## src/rtl/fetch_buffer.sv

```systemverilog
// Instruction fetch buffer: issues sequential fetches under a credit limit, tags
// in-order memory responses with their PC and queues them for the IF/ID stage.
module fetch_buffer #(
    parameter int          DEPTH    = 4,
    parameter logic [31:0] RESET_PC = 32'h0000_0000
) (
    input  logic        clk,
    input  logic        rst,
    input  logic        redirect_valid,
    input  logic [31:0] redirect_pc,
    output logic        imem_req_valid,
    output logic [31:0] imem_req_addr,
    input  logic        imem_req_ready,
    input  logic        imem_resp_valid,
    input  logic [31:0] imem_resp_inst,
    output logic        out_valid,
    output logic [31:0] out_inst,
    output logic [31:0] out_pc,
    output logic [31:0] out_pc_plus_4,
    input  logic        out_ready
);

    localparam int PW = $clog2(DEPTH);
    localparam int CW = $clog2(2 * DEPTH) + 1;

    typedef logic [PW-1:0] ptr_t;
    typedef logic [CW-1:0] cnt_t;

    typedef struct packed {
        logic [31:0] pc;
        logic [31:0] inst;
    } entry_t;

    localparam logic [CW:0] DEPTH_W = (CW + 1)'(DEPTH);

    logic [31:0] r_fetch_pc;
    entry_t      r_fifo [DEPTH];
    ptr_t        r_fifo_rd;
    ptr_t        r_fifo_wr;
    cnt_t        r_fifo_cnt;
    logic [31:0] r_tag [DEPTH];
    ptr_t        r_tag_rd;
    ptr_t        r_tag_wr;
    cnt_t        r_outstanding;
    cnt_t        r_drop;
    logic [31:0] r_hold_inst;
    logic [31:0] r_hold_pc;
    logic [31:0] r_hold_pc4;

    logic [CW:0] w_fill;
    logic        w_accept;
    logic        w_resp_drop;
    logic        w_resp_take;
    logic        w_resp_used;
    logic        w_pop;
    logic        w_has_head;
    entry_t      w_head;

    // Every issued request already owns a FIFO slot, so a response can always be pushed.
    assign w_fill         = {1'b0, r_fifo_cnt} + {1'b0, r_outstanding} + {1'b0, r_drop};
    assign imem_req_valid = rst && !redirect_valid && (w_fill < DEPTH_W);
    assign imem_req_addr  = r_fetch_pc;
    assign w_accept       = imem_req_valid && imem_req_ready;

    assign w_resp_drop = imem_resp_valid && (r_drop != '0);
    assign w_resp_take = imem_resp_valid && (r_drop == '0) && (r_outstanding != '0);
    assign w_resp_used = w_resp_drop || w_resp_take;

    assign w_has_head    = (r_fifo_cnt != '0);
    assign w_head        = r_fifo[r_fifo_rd];
    assign out_valid     = w_has_head && !redirect_valid;
    assign w_pop         = out_valid && out_ready;
    assign out_inst      = w_has_head ? w_head.inst        : r_hold_inst;
    assign out_pc        = w_has_head ? w_head.pc          : r_hold_pc;
    assign out_pc_plus_4 = w_has_head ? w_head.pc + 32'd4  : r_hold_pc4;

    // NOTE: state registers use non-blocking assignments so every update sees pre-edge values.
    always_ff @(posedge clk or negedge rst) begin
        if (!rst) begin
            r_fetch_pc    <= RESET_PC;
            r_fifo_rd     <= '0;
            r_fifo_wr     <= '0;
            r_fifo_cnt    <= '0;
            r_tag_rd      <= '0;
            r_tag_wr      <= '0;
            r_outstanding <= '0;
            r_drop        <= '0;
            r_hold_inst   <= '0;
            r_hold_pc     <= '0;
            r_hold_pc4    <= '0;
        end else begin
            // Shadow the visible head so the data buses keep their value once the FIFO empties.
            if (w_has_head) begin
                r_hold_inst <= w_head.inst;
                r_hold_pc   <= w_head.pc;
                r_hold_pc4  <= w_head.pc + 32'd4;
            end

            if (redirect_valid) begin
                r_fetch_pc    <= redirect_pc;
                r_fifo_rd     <= '0;
                r_fifo_wr     <= '0;
                r_fifo_cnt    <= '0;
                r_tag_rd      <= '0;
                r_tag_wr      <= '0;
                r_outstanding <= '0;
                // A response landing this cycle retires one of the requests being abandoned.
                r_drop        <= r_drop + r_outstanding - cnt_t'(w_resp_used);
            end else begin
                if (w_accept) begin
                    r_fetch_pc <= r_fetch_pc + 32'd4;
                    r_tag_wr   <= r_tag_wr + ptr_t'(1);
                end
                if (w_resp_take) begin
                    r_tag_rd  <= r_tag_rd + ptr_t'(1);
                    r_fifo_wr <= r_fifo_wr + ptr_t'(1);
                end
                if (w_pop) begin
                    r_fifo_rd <= r_fifo_rd + ptr_t'(1);
                end
                if (w_resp_drop) begin
                    r_drop <= r_drop - cnt_t'(1);
                end
                r_fifo_cnt    <= r_fifo_cnt + cnt_t'(w_resp_take) - cnt_t'(w_pop);
                r_outstanding <= r_outstanding + cnt_t'(w_accept) - cnt_t'(w_resp_take);
            end
        end
    end

    // NOTE: storage arrays carry no reset; occupancy counters and pointers decide what is valid.
    always_ff @(posedge clk) begin
        if (w_accept) begin
            r_tag[r_tag_wr] <= r_fetch_pc;
        end
        if (w_resp_take && !redirect_valid) begin
            r_fifo[r_fifo_wr] <= '{pc: r_tag[r_tag_rd], inst: imem_resp_inst};
        end
    end

endmodule

```

## config.mk

```make
export PLATFORM = sky130hd
export DESIGN_NAME = fetch_buffer
export DESIGN_NICKNAME = d
export VERILOG_FILES = /design/src/rtl/fetch_buffer.sv
export SDC_FILE = /design/constraint.sdc
export NUM_CORES = 1
export LEC_CHECK = 0
export BUFFER_PORTS_ARGS = -buffer_cell sky130_fd_sc_hd__buf_2
export CAP_MARGIN = 20
export CORE_AREA = 2 2 234 236
export DETAILED_ROUTE_END_ITERATION = 8
export DIE_AREA = 0 0 236 238
export GPL_ROUTABILITY_DRIVEN = 1
export MAX_ROUTING_LAYER = met4
export PLACE_DENSITY_LB_ADDON = 0.15
export SETUP_SLACK_MARGIN = 0.15
export SLEW_MARGIN = 20
export SYNTH_ARGS = -nofsm -noshare
export SYNTH_HDL_FRONTEND = slang
export SYNTH_SLANG_ARGS = --single-unit
```

## constraint.sdc

```tcl
create_clock -name clk -period 5.1 [get_ports clk]
set_input_delay 0.51 -clock clk [delete_from_list [all_inputs] [get_ports clk]]
set_output_delay 0.51 -clock clk [all_outputs]
set_load 0.01 [all_outputs]
```

==> results.yml <==
global_routing:
  antenna_found_initial: 0
  grt_max_degree: 75
  grt_pass1_vias: 12196
  globalRouteOverflowTotal: 0
  grt_pass1_wl_mm: 73.8
  grt_usage: 0.177
clocking:
  clock_latency_ps: 600
  cts_root_buffer: "clkbuf_16"
  cts_num_sinks: 532
  clk_pin_slew_ps: 60
  cts_tree: "done"
  numCtsBuffers: 56
  clk_path_buf_depth: 3
  htreeDepth: 2
setup_path:
  reg2reg_slack_ps: 840
  r2r-start: "r_fifo_cnt[2]$_DFF_PN0_"
  critPathTopFamily: "adder cells"
  critPathMaxFanout: 39
  cp-start-kind: "register"
  max_stage_delay_ps: 570
  crit_path_frequent_cell: "fa_1"
  endpoint_kind: "register"
  path_cells: "fa_1, inv_1, fa_1, and3b_1, nand4_1, a211o_1, o21ai_2, buf_4, inv_2, ha_1, inv_1, ha_1, fa_1, xnor2_1, nor2_1"
  rr_worst_depth: 15
  worst-path-buf-inv: 4
  critPathSlowestCell: "fa_1"
  crit_arrival_ps: 4710
  critPathKind: "reg -> reg"
  required_ps: 5540
  regToRegEndpoint: "r_outstanding[2]$_DFF_PN0_"
timing:
  rsz0062_at_grt: "false"
  hold_violations: 0
  setup_viol_count_final: 0
  maxSlewViolCount: 0
  fin_skew_ps: 11.9
  layout_min_cycle_time_ps: 4260
  clock.fmax_mhz: 235
  fin_tns_setup_ps: 0
  tightestPinTransition_ps: 1020
  finalCritPeriodShare: 0.836
  slew_headroom: 0.320
  fin_ws_ps: 836
floorplan:
  die_h_um: 238
  start_util: 0.399
  row_count: 85
  core_um2: 53500
  pin_count: 200
  die_width_um: 236
  die_area_um2: 56200
pwr:
  p_total_mw: 13.7
  seq_power_share: 0.413
  switching_share: 0.325
  clockPowerShare: 0.299
  p_leak_nw: 9.38
  vdd_ir_drop_max_v: 0.000274
  p_per_area_nw_per_um2: 546
  p_comb_frac: 0.288
  switchingPower_mw: 4.44
  cell_internal_pwr_mw: 9.23
yosys:
  synth_flop_cell: "edfxtp_1"
  synth.largest_area_cell: "edfxtp_1"
  synth.top_cell.area_share: 0.540
  async_flop_share: 0.278
  ys_ff_latch: 532
  synth_edf_count: 384
  synthTopCellsByArea: "edfxtp_1, dfrtp_1, mux4_2"
  synth_area_um2: 21300
  yosys.cell_types.count: 52
  ys_warn_count: 0
  synth_most_common_cell: "edfxtp_1"
  syn-mean-instance-area_um2: 15.9
  syn_inst: 1341
  yosysSeqAreaShare: 0.714
  synthTopCellsByCount: "edfxtp_1, nand2_1, dfrtp_1, mux4_2"
  syn_nets: 1449
place:
  hpwl_mm: 29.1
  gp_congestion: 0.767
  dp_slack_ps: 854
  io_buffers: 199
min_path:
  hp-class: "in -> reg"
  min_to: "r_fifo[0][27]$_DFFE_PP_"
  holdPathStages: 1
  worst_hold_startpoint: "imem_resp_inst[27]"
cells_and_area:
  multi_input_area_um2: 5710
  fill_cells: 4703
  syn_to_final_growth_pct: 17.3
  register_area_um2: 15200
  final_layout_size_suffix_gt1_frac: 0.256
  nets: 1667
routing:
  first_pass_iters: 4
  detail-route-antenna-nets: 0
  drt_iter0_markers: 768
  vias: 11890
  vias_per_cell: 5.17
  wl_per_cell_um: 20.6
  routed_wl_mm: 47.5
  drc: 0
flow_run:
  maxCapViolCount: 0
status:
  status: "finished clean"
[sequential cells by signal (all words and copies together) (netlist names)]
name	flops
r_drop	4
r_fifo	256
r_fifo_wr	2
r_hold_pc	32
r_tag_rd	2
r_outstanding	4
r_tag_wr	2
r_fifo_cnt	4
r_hold_pc4	32
imem_req_addr	32
r_hold_inst	32
r_tag	128
r_fifo_rd	2
[layout make-up]
cell class,count,area share
Antenna cell,1,0.000100
Clock inverter,22,0.0120
Inverter,43,0.00645
Multi-Input combinational cell,706,0.228
Sequential cell,532,0.609
Tap cell,696,0.0348
Timing Repair Buffer,220,0.0475
Clock buffer,82,0.0619
[power by group through the flow]
stage                     Clock (mW)  Sequential (mW)  Combinational, mW
after floorplan                    0             5.58               2.56
after global placement             0             5.73               3.98
after detailed placement           0             5.75               4.02
after CTS                       4.21             5.66               4.03
after global routing            4.38             5.73               4.37
final                           4.09             5.65               3.94
[layout by cell type (no fill, tap or decap), drive strengths merged, types with 9 or more instances in the layout]
master  instances
nand4          16
or3            12
nand2         261
xnor2          19
nor3            9
clkbuf         82
xor2           26
o21ai          48
edfxtp        384
clkinv         14
nand3          30
mux4           96
ha             31
inv            44
nor2           32
a21oi          21
a221o          18
dfrtp         148
buf           219
and3           18
[worst reg2reg max path, cell delays in order, from the launching register on]
cell and delay (ps):
dfrtp_1 410, fa_1 570, inv_1 70, fa_1 530
and3b_1 210, nand4_1 110, a211o_1 330, o21ai_2 60
buf_4 290, inv_2 330, ha_1 400, inv_1 40
ha_1 190, fa_1 380, xnor2_1 160, nor2_1 60
[metal layers]
layer | part of all wire | vias to the layer above | track usage
met2 | 0.47 | 264 | 0.274
met3 | 0.044 | 71 | 0.0266
li1 | - | 5465 | -
met5 | 0 | - | -
met1 | 0.47 | 6090 | 0.244
met4 | 0.020 | 0 | 0.0486
[worst max path at each step]
stage                             start                         end  slack [ps]  cells after the start
4_1_cts        r_fifo_rd[0]$_DFFE_PN0P_           out_pc_plus_4[12]         750                      8
2_1_floorplan   r_fifo_cnt[2]$_DFF_PN0_  r_outstanding[2]$_DFF_PN0_        1320                     16
3_5_place_dp    r_fifo_cnt[2]$_DFF_PN0_  r_outstanding[2]$_DFF_PN0_         850                     15
6_report        r_fifo_cnt[2]$_DFF_PN0_  r_outstanding[2]$_DFF_PN0_         840                     15
3_3_place_gp    r_fifo_cnt[2]$_DFF_PN0_  r_outstanding[2]$_DFF_PN0_         920                     15
5_1_grt         r_fifo_cnt[2]$_DFF_PN0_  r_outstanding[3]$_DFF_PN0_         570                     16
[logic make-up (layout without fill, tap and decap cells)]
kind of cell / Yosys count / after routing / synth area share
compound gates: 118 / 118 / 0.0360
simple gates: 406 / 406 / 0.0843
fa+ha+maj: 38 / 38 / 0.0247
flops: 532 / 532 / 0.714
buf+inv: 103 / 367 / 0.0195
mux: 99 / 99 / 0.103
xor+xnor: 45 / 45 / 0.0185
other cells: 0 / 1 / 0
[timing repair]
item | in CTS | in global routing
endpoints found under the hold margin | 29 | 0
buffers inserted | 0 | 0
hold buffers | 1 | 0
gates resized for setup | 0 | 0
[metrics by stage]
step	util	area, um^2	std cells	hold WS [ps]
after floorplan	-	21300	1341	214
after global placement	0.433	23200	2196	440
after detailed placement	0.433	23200	2196	443
after CTS	0.468	25000	2301	85.1
after global routing	0.468	25000	2301	100
final	0.468	25000	2302	129
(Power assumes the default switching activity.)
